[src/rtl/lout_port_dist_pkg.sv]
// lout_port_dist_pkg: bridge-wide defines and shared helpers for the port distributor.
`ifndef LOUT_BRIDGE_DEFINES
`define LOUT_BRIDGE_DEFINES
`define NUM_PORTS 4
`define LL_PG_ASZ 7
`define PQ_SLICE(p, w) (p)*(w) +: (w)
`define PAR_LEN_W 14
`define PAR_VLAN_W 12
`define FIB_MAC_W 48
`define FIB_PORT_W `NUM_PORTS
`endif

package lout_port_dist_pkg;
  localparam int DROP_W = 16;
  function automatic logic [DROP_W-1:0] sat_inc(input logic [DROP_W-1:0] v);
    return (v == {DROP_W{1'b1}}) ? v : v + 1'b1;
  endfunction
endpackage

[src/rtl/lout_port_dist_fifo.sv]
// dist_port_fifo: per-port page FIFO; storage is unreset, pointers wrap modulo QDEPTH.
module dist_port_fifo #(
  parameter int QDEPTH = 4,
  parameter int PG_ASZ = 7,
  localparam int AW = $clog2(QDEPTH),
  localparam int CW = AW + 1
) (
  input  logic              clk,
  input  logic              reset,
  input  logic              push,
  input  logic              pop,
  input  logic [PG_ASZ-1:0] din,
  output logic [PG_ASZ-1:0] dout,
  output logic [CW-1:0]     count
);
  logic [PG_ASZ-1:0] mem_q [QDEPTH];
  logic [AW-1:0] rd_q, rd_d, wr_q, wr_d;
  logic [CW-1:0] cnt_q, cnt_d;
  logic push_ok, pop_ok;
  always_comb begin
    push_ok = push && (cnt_q != CW'(QDEPTH));
    pop_ok = pop && (cnt_q != '0);
    wr_d = wr_q + AW'(push_ok);
    rd_d = rd_q + AW'(pop_ok);
    cnt_d = cnt_q + CW'(push_ok) - CW'(pop_ok);
  end
  always_ff @(posedge clk) begin
    if (reset) begin
      rd_q <= '0;
      wr_q <= '0;
      cnt_q <= '0;
    end else begin
      rd_q <= rd_d;
      wr_q <= wr_d;
      cnt_q <= cnt_d;
    end
  end
  always_ff @(posedge clk) if (push_ok) mem_q[wr_q] <= din;
  assign dout = mem_q[rd_q];
  assign count = cnt_q;
endmodule

[src/rtl/lout_port_dist.sv]
// lout_port_dist: fans an accepted forwarding decision's start page out to every masked port FIFO.
module lout_port_dist
  import lout_port_dist_pkg::*;
#(
  parameter int NUM_PORTS = `NUM_PORTS,
  parameter int QDEPTH = 4,
  parameter int PG_ASZ = `LL_PG_ASZ
) (
  input  logic                        clk,
  input  logic                        reset,
  input  logic                        lout_srdy,
  output logic                        lout_drdy,
  input  logic [PG_ASZ-1:0]           lout_start,
  input  logic [NUM_PORTS-1:0]        lout_dst_vld,
  output logic [NUM_PORTS-1:0]        pq_srdy,
  input  logic [NUM_PORTS-1:0]        pq_drdy,
  output logic [NUM_PORTS*PG_ASZ-1:0] pq_page,
  output logic [DROP_W-1:0]           drop_cnt
);
  localparam int CW = $clog2(QDEPTH) + 1;
  logic [NUM_PORTS-1:0] full, push, pop;
  logic [DROP_W-1:0] drop_q, drop_d;
  logic accept;
  // Fullness uses registered counts only, so a same-cycle pop never frees a slot.
  always_comb begin
    lout_drdy = !reset && ((lout_dst_vld & full) == '0);
    accept = lout_srdy && lout_drdy;
    push = accept ? lout_dst_vld : '0;
    pop = pq_drdy & pq_srdy;
    drop_d = (accept && lout_dst_vld == '0) ? sat_inc(drop_q) : drop_q;
  end
  always_ff @(posedge clk) drop_q <= reset ? '0 : drop_d;
  assign drop_cnt = drop_q;
  for (genvar i = 0; i < NUM_PORTS; i++) begin : g_port
    logic [CW-1:0] count;
    dist_port_fifo #(.QDEPTH(QDEPTH), .PG_ASZ(PG_ASZ)) u_fifo (
      .clk(clk),
      .reset(reset),
      .push(push[i]),
      .pop(pop[i]),
      .din(lout_start),
      .dout(pq_page[`PQ_SLICE(i, PG_ASZ)]),
      .count(count)
    );
    assign full[i] = (count == CW'(QDEPTH));
    assign pq_srdy[i] = (count != '0);
  end
endmodule
[config.mk]
export PLATFORM = sky130hd
export DESIGN_NAME = lout_port_dist
export DESIGN_NICKNAME = d
export VERILOG_FILES = /design/src/rtl/lout_port_dist_pkg.sv /design/src/rtl/lout_port_dist_fifo.sv /design/src/rtl/lout_port_dist.sv
export SDC_FILE = /design/constraint.sdc
export NUM_CORES = 1
export LEC_CHECK = 0
export ABC_AREA = 1
export CAP_MARGIN = 5
export CORE_MARGIN = 2
export CORE_UTILIZATION = 50
export DETAILED_ROUTE_END_ITERATION = 8
export PLACE_DENSITY = 0.71
export REMOVE_ABC_BUFFERS = 1
export SETUP_SLACK_MARGIN = 0.05
export SLEW_MARGIN = 20
export SYNTH_ARGS = -nofsm -noshare
export SYNTH_HDL_FRONTEND = slang
export SYNTH_SLANG_ARGS = --single-unit
export TNS_END_PERCENT = 1
[constraint.sdc]
create_clock -name clk -period 2.9 [get_ports clk]
set_clock_uncertainty 0.15 [all_clocks]
set_input_delay 0.725 -clock clk [delete_from_list [all_inputs] [get_ports clk]]
set_output_delay 0.725 -clock clk [all_outputs]
set_load 0.02 [all_outputs]
# Yosys cells after proc, flatten, opt, wreduce, memory -nomap -nowiden
# Memory sizes are Yosys's and may differ from the RTL's. A register that Yosys moved wholly into a read port is not among the register bits.
# Cells that the tools add are included.
[totals] reg_bits=44 ram_bits=112 in_bits=18 out_inout_bits=49 mem_count=4
[memory_table] name="g_port[0].u_fifo.mem_q" words=4 word_bits=7 rd=1 rd_ports_with_merged_regs=1 wr=1 line_no="lout_port_dist_fifo.sv:16" rtl="logic [PG_ASZ-1:0] mem_q [QDEPTH];"
[memory_table] name="g_port[1].u_fifo.mem_q" words=4 word_bits=7 rd=1 rd_ports_with_merged_regs=1 wr=1 line_no="lout_port_dist_fifo.sv:16"
[memory_table] name="g_port[2].u_fifo.mem_q" words=4 word_bits=7 rd=1 rd_ports_with_merged_regs=1 wr=1 line_no="lout_port_dist_fifo.sv:16"
[memory_table] name="g_port[3].u_fifo.mem_q" words=4 word_bits=7 rd=1 rd_ports_with_merged_regs=1 wr=1 line_no="lout_port_dist_fifo.sv:16"
[classes] addsub=17 n_eq_ne=9 n_mux=13 n_bitwise=3 n_reduce_logical=19
[ops] cell="$add A16 B1 Y16 const B" count=1
[ops] cell="$add A2 B1 Y2" count=8
[ops] cell="$eq A16 B16 Y1 const B" count=1
[ops] cell="$add A3 B1 Y3" count=4
[ops] cell="$eq A3 B3 Y1 const B" count=4
[ops] cell="$ne A3 B3 Y1 const B" count=4
[ops] cell="$reduce_bool A3 Y1" count=4
[ops] cell="$sub A3 B1 Y3" count=4
[ops] cell="$logic_and A1 B1 Y1" count=11
[ops] cell="$and A4 B4 Y4" count=2
[ops] cell="$logic_not A4 Y1" count=2
[ops] cell="$mux W1" count=8
[ops] cell="$mux W2" count=4
[ops] cell="$mux W4" count=1
[ops] cell="$reduce_and A2 Y1" count=1
[ops] cell="$logic_not A1 Y1" count=1
[ops] cell="$not A1 Y1" count=1

# Depth between registers and ports, before layout
# Gate-level depths: netlist of run 1.
[depth] word_depth=9 ltp_mapped=13

# Hierarchy
# From an unflattened synthesis of run 1, not the netlist that was laid out.
[hier_totals] cells_unflattened=669 area_unflattened_um2=6871.6
[modules_own_cells] module="dist_port_fifo" n_inst=4 cells_each=118 area_each_um2=1417.6
[modules_own_cells] module="lout_port_dist" n_inst=1 cells_each=197 area_each_um2=1201.2

# Worst setup path before layout of run 1
# No wires, ideal clock.
[synth_path] path_kind="input-to-reg" from="input port lout_srdy" to="memory g_port[1].u_fifo.mem_q[0][0], enable pin" setup_time_ns=0.380 arrival_ns=1.931 slack_ns=0.438 stages=6 path_cell_list="buf_2 inv_1 nor3_2 buf_4 nand2_2 nor3_1"
[synth_via] elab_chain_len=5
[synth_rtl] element="start: declaration" line_no="lout_port_dist.sv:11" rtl="input logic lout_srdy,"
[synth_rtl] element="$logic_and A1 B1 Y1" line_no="lout_port_dist.sv:27" rtl="accept = lout_srdy && lout_drdy;"
[synth_rtl] element="$mux W4" line_no="lout_port_dist.sv:28" rtl="push = accept ? lout_dst_vld : '0;"
[synth_rtl] element="$logic_and A1 B1 Y1" line_no="lout_port_dist_fifo.sv:21" rtl="push_ok = push && (cnt_q != CW'(QDEPTH));"
[synth_rtl] element="$mux W1" line_no="lout_port_dist_fifo.sv:38" rtl="always_ff @(posedge clk) if (push_ok) mem_q[wr_q] <= din;"
[synth_rtl] element="$mux W1 (implied by the code)" line_no="lout_port_dist_fifo.sv:38"
[synth_rtl] element="end: declaration" line_no="lout_port_dist_fifo.sv:16"
# Every way passes these cells.

==> out/metrics.yaml, run 1 <==
yosys:
  yosys.area_share.simple: 0.1554
  yosys.area.top_type: "edfxtp_1"
  synthesis.area_mm2: 0.006658
  synth.area.mux_share: 0
  synth_adder_area_share: 0.04398
  synth.area.top_cells: "edfxtp_1 (51%), dfxtp_1 (13%), nor2_1 (6.9%)"
  ys_ff_latch: 156
  ys_warn_count: 0
  synth_top_family_by_area: "simple AND/OR/NAND/NOR gates"
  netlist_instances: 619
  seq_area_frac_synth: 0.6375
  synth_top_area_frac: 0.5052
  avgSynthCellArea_um2: 10.76
  synth_xor_area_frac: 0.02763
  synth_cell_types: 29
  synth_compound_area_frac: 0.07743
clock_network:
  clk_path_buf_depth: 2
  hold_buffers: 0
  htreeDepth: 4
  clk_pin_slew_ns: 0.06
  cts_tree: "done"
  clkLatencyLatePin_ns: 0.42
  cts_root_buf: "clkbuf_16"
  cts_made_buffers: 17
  clock_sinks: 156
routing:
  drt-initial-drc-count: 324
  ant_nets: 0
  via_per_inst: 5.072
  drt_pre_antenna_iters: 4
  num_vias: 4676
  routedWlPerCell_um: 14.75
  drt-total-wl_um: 13600
  drcViolationCount: 0
final_layout:
  multiInputGateArea_mm2: 0.002027
  final_area_mm2: 0.008429
  syn2layout_area_growth_pct: 26.61
  fillers: 1030
  drive_above_1_share: 0.1300
  ff_latch_area_mm2: 0.004248
  fin_util: 0.6416
  nets: 772
  num_antenna_cells: 0
sta:
  fmax_mhz: 347.6
  setup_violations: 0
  worst_slew_pin_slew_ns: 0.6733
  whs_ns: 0.3872
  rsz0062_at_grt: "yes"
  min_period_over_period: 0.9919
  setup-tns-final_ns: 0
  min_period_ns: 2.877
  hold_violations: 0
  relSlewSlack: 0.5497
  maxSlewViolCount: 0
worst_hold_path:
  hp-class: "reg2reg"
  hp-start: "drop_cnt[15]"
  whs_path_depth: 2
power:
  peakVddDrop_mv: 0.5236
  p_leak_nw: 3.303
  power_w: 0.006877
  power.density_mw_per_mm2: 815.8
global_routing:
  grt_max_degree: 30
  antenna_found_initial: 0
  track_usage: 0.2033
  grt_pass1_vias: 4674
  grt_pass1_wl_um: 22420
  grt-ovfl-total: 0
worst_setup_path:
  cp_max_fo: 10
  slowest_stage: "clkdlybuf4s50_1"
  r2r_start: "g_port[2].u_fifo.count[1]"
  startpoint: "g_port[1].u_fifo.rd_q[0]"
  critPathCaptureType: "primary output"
  crit_path_start_kind: "register"
  max_stage_delay_ns: 0.54
  crit_chain: "clkinvlp_2 > nor2_1 > o22ai_1 > clkdlybuf4s50_1"
  ff2ff_path_depth: 13
  worstPathRequired_ns: 2.03
  cp.arrival_ns: 2.00
  crit_type: "reg2out"
die:
  core_mm2: 0.01314
  die-area_mm2: 0.01425
  start_util: 0.5068
  die_y_um: 119.4
  ioPinCount: 67
  die_x_um: 119.4
  rows: 42
placed_design:
  placement.io_buffers: 66
  placed_area_mm2: 0.007779
  dp_hpwl_um: 9239
  gp_congestion: 0.8401
job:
  cap_viol_max_count: 0
run_status:
  status: "finished clean"
## cell usage after synthesis
cell / n
nor2_1: 123
edfxtp_1: 112
inv_1: 78
o21ai_0: 59
nand2_1: 49
dfxtp_1: 44
o22ai_1: 28
nor3_1: 18
ha_1: 17
nand4_1: 16
clkbuf_1: 15
xnor2_1: 12
nand3_1: 9
xor2_1: 9
a21boi_0: 4
fa_1: 4
nand2_2: 4
a21oi_1: 3
buf_2: 3
nand4_4: 2
nor2_4: 2
buf_4: 1
buf_6: 1
inv_2: 1
nand3_2: 1
nand3_4: 1
nor2_2: 1
nor2_8: 1
nor3_2: 1
## timing repair
item                                    CTS  global route
gates cloned                              0             1
endpoints found under the hold margin     0             0
endpoints found under the setup margin   24            20
buffers inserted                          3             1
gates resized for setup                  15            16
pin swaps                                 2             0
## registers in the layout, summed over array words and instances (netlist names)
name	cells
g_port.u_fifo.rd_q	8
g_port.u_fifo.wr_q	8
drop_cnt	16
g_port.u_fifo.mem_q	112
g_port.u_fifo.count	12
## cells by family (layout without fill, tap and decap cells)
| group | after synthesis | after routing |
|---|---|---|
| buffers and inverters | 99 | 226 |
| and+or+nand+nor | 228 | 228 |
| adders and majority gates | 21 | 21 |
| DFF | 156 | 156 |
| AOI/OAI and AO/OA | 94 | 94 |
| xor gates and xnor gates | 21 | 21 |
## report_power, final
group	total (W)	switching [W]	internal [W]
Sequential	0.00270	0.000159	0.00254
Clock	0.00214	0.000814	0.00133
Combinational	0.00203	0.00117	0.000869
Total	0.00688	0.00214	0.00474
## through the flow
stage | setup WS, ns | instances
finish | 0.02343 | 922
floorplan | 0.1361 | 599
CTS | -0.07557 | 920
detailed placement | -0.2146 | 885
global placement | -0.1635 | 885
global route | -0.07952 | 922
## worst max-delay path, delay by kind of cell (launching register included)
family,cells,cell delay [ns]
compound gates,1,0.11
buf+inv,2,0.85
flops,1,0.45
simple gates,1,0.18
## layout make-up
type	instances	area share
sequential	156	0.5039
multi-input combinational	364	0.2405
timing repair buffer	114	0.1226
clock buffer	27	0.06234
inverter	79	0.03696
tap	176	0.02612
clock inverter	5	0.006976
timing repair inverter	1	0.0005937
## placed cells by master (no fill, tap or decap), types with 9 or more instances in the layout
cell	instances
xor2_1	9
dlymetal6s2s_1	9
nor3_1	18
nand4_1	16
clkbuf_16	19
nand2_1	49
o22ai_1	28
ha_1	17
nor2_1	123
buf_4	48
inv_1	73
edfxtp_1	112
clkdlybuf4s50_1	48
xnor2_1	12
o21ai_0	55
nand3_1	9
dfxtp_1	41
## final timing paths
path                            slack, ns                   endpoint
worst min-delay path                 0.39               drop_cnt[15]
worst max register to register       0.48  g_port[1].u_fifo.count[2]
worst max-delay path                 0.02                pq_page[11]
worst min register to register       0.39               drop_cnt[15]
## routing by layer
metal	up-vias	track usage	share of wire	wire length [um]
li1	2329	-	-	-
met1	2196	0.2591	0.44	5931
met2	123	0.3358	0.49	6673
met3	28	0.04981	0.049	669
met4	0	0.08015	0.024	329
met5	-	0	0	0
Power figures use the tool's default switching activity.
==> run 2, diff against run 1 <==
Settings changed: PLACE_DENSITY 0.71 to unset, PLACE_DENSITY_LB_ADDON set to 0.1.
Clock period 2.9 ns to 3.2 ns, I/O delays scaled along.
==> run 2 against run 1 <==
Compared with the run above: global-route usage increased by 0.24 points; setup slack gained 0.10 ns; combinational power shrank 11%; largest cell class unchanged.
==> out/metrics.yaml, run 2 (synthesized netlist as in run 1, its figures left out) <==
clock_network:
  clk_pin_slew_ns: 0.06
  cts_root_buf: "clkbuf_16"
  hold_buffers: 0
  clkLatencyLatePin_ns: 0.42
  clock_sinks: 156
  clk_path_buf_depth: 2
  htreeDepth: 4
  cts_tree: "done"
  cts_made_buffers: 17
placed_design:
  placement.io_buffers: 66
  dp_hpwl_um: 9235
  placed_area_mm2: 0.007696
  gp_congestion: 0.8451
  dp_slack_ns: -0.02939
  placed_cells: 874
routing:
  drt_pre_antenna_iters: 5
  via_per_inst: 5.084
  drcViolationCount: 0
  routedWlPerCell_um: 15.16
  ant_nets: 0
  num_vias: 4611
  drt-total-wl_um: 13750
  drt-initial-drc-count: 326
final_layout:
  largest_reg_flops: 112
  largest_register: "g_port.u_fifo.mem_q"
  final_common_cell: "nor2_1"
  final_cell_mix: "nor2_1 (123), edfxtp_1 (112), inv_1 (76)"
  syn2layout_area_growth_pct: 24.30
  num_antenna_cells: 0
  nets: 757
  fin_util: 0.6299
  final_cells: 907
  drive_above_1_share: 0.1053
  final_area_mm2: 0.008275
power:
  swShare: 0.3106
  p_leak_nw: 3.145
  power.switching_w: 0.001913
  pwr-share-seq: 0.398
  power.density_mw_per_mm2: 744.2
  internal-power_w: 0.004245
  peakVddDrop_mv: 0.2943
  clockPowerShare: 0.308
  power_frac_comb: 0.294
  power_w: 0.006158
worst_hold_path:
  hp-class: "reg2reg"
sta:
  hold_violations: 0
  relSlewSlack: 0.5369
  finalWorstSetupSlack_ns: 0.1239
  min_period_over_period: 0.9613
  fmax_mhz: 325.1
  min_period_ns: 3.076
  setup_violations: 0
  maxSlewViolCount: 0
  rsz0062_at_grt: "yes"
  worst_slew_pin_slew_ns: 0.6924
worst_setup_path:
  worstPathRequired_ns: 2.25
  max_stage_delay_ns: 0.64
  crit_path_start_kind: "register"
  cp_max_fo: 14
  slowest_stage: "clkdlybuf4s50_1"
  crit_chain: "inv_1 > o21ai_0 > o22ai_1 > clkdlybuf4s50_1"
  crit_type: "reg2out"
  cp.arrival_ns: 2.13
  critPathCaptureType: "primary output"
global_routing:
  grt-ovfl-total: 0
  antenna_found_initial: 0
  grt_pass1_vias: 4395
  track_usage: 0.2057
  grt_pass1_wl_um: 22220
  grt_max_degree: 30
job:
  cap_viol_max_count: 0
run_status:
  status: "finished clean"
die:
  die_x_um: 119.4
  die-area_mm2: 0.01425
  start_util: 0.5068
  die_y_um: 119.4
  ioPinCount: 67
  core_mm2: 0.01314
  rows: 42
==> run 2: changes by cell type in the layout (fill, tap and decap cells not counted), sizes merged, moves of 2 or more <==
| cell | change |
|---|---|
| dlygate4sd2 | -7 |
| dlymetal6s2s | -8 |
| clkinvlp | -2 |
| buf | -14 |
| inv | +2 |
| clkbuf | -2 |
| clkdlybuf4s50 | +16 |
==> run 2: per-layer routing <==
| layer | vias up | track usage | part of all wire |
|---|---|---|---|
| met5 | - | 0 | 0 |
| met4 | 0 | 0.07721 | 0.015 |
| met3 | 20 | 0.04933 | 0.047 |
| met2 | 101 | 0.3337 | 0.48 |
| met1 | 2186 | 0.2700 | 0.46 |
| li1 | 2304 | - | - |
==> run 2: repair_timing <==
item	4_1_cts	5_1_grt
resized for setup	2	6
pin swaps	0	0
setup endpoints to repair	9	15
buffers inserted	0	1
==> run 2: worst max-delay path, delay by kind of cell, from the launching register on <==
family | cells | cell delay, ns
DFF | 1 | 0.39
AOI/OAI and AO/OA | 2 | 0.33
buffers and inverters | 2 | 0.98
==> run 2: layout make-up <==
type	count	area [um^2]
Fill cell	1068	4862
Sequential cell	156	4249
Multi-Input combinational cell	364	2027
Timing Repair Buffer	100	917.1
Clock buffer	25	465.4
Inverter	79	304.0
Tap cell	176	220.2
Clock inverter	7	92.59
==> run 2: power by group through the flow <==
stage	Combinational, W	Sequential, W	Clock [W]
floorplan	0.000999	0.00247	0
global placement	0.00176	0.00247	0
detailed placement	0.00181	0.00248	0
CTS	0.00181	0.00244	0.00193
global route	0.00201	0.00247	0.00201
finish	0.00181	0.00245	0.00190
==> run 2: final timing paths <==
check | to | cells after the start | from | slack [ns]
setup / recovery | pq_page[11] | 4 | g_port[1].u_fifo.rd_q[0] | 0.12
setup reg to reg | g_port[0].u_fifo.count[2] | 12 | g_port[3].u_fifo.count[1] | 0.76
hold reg to reg | drop_cnt[15] | 2 | drop_cnt[15] | 0.38
hold / removal | drop_cnt[15] | 2 | drop_cnt[15] | 0.38
==> run 2: per-stage QoR <==
step	hold WS, ns	setup TNS, ns
after detailed placement	0.3652	-0.02939
after floorplan	0.3703	0
after CTS	0.3762	0
after global routing	0.4469	0
after global placement	0.3593	-0.01597
final	0.3780	0
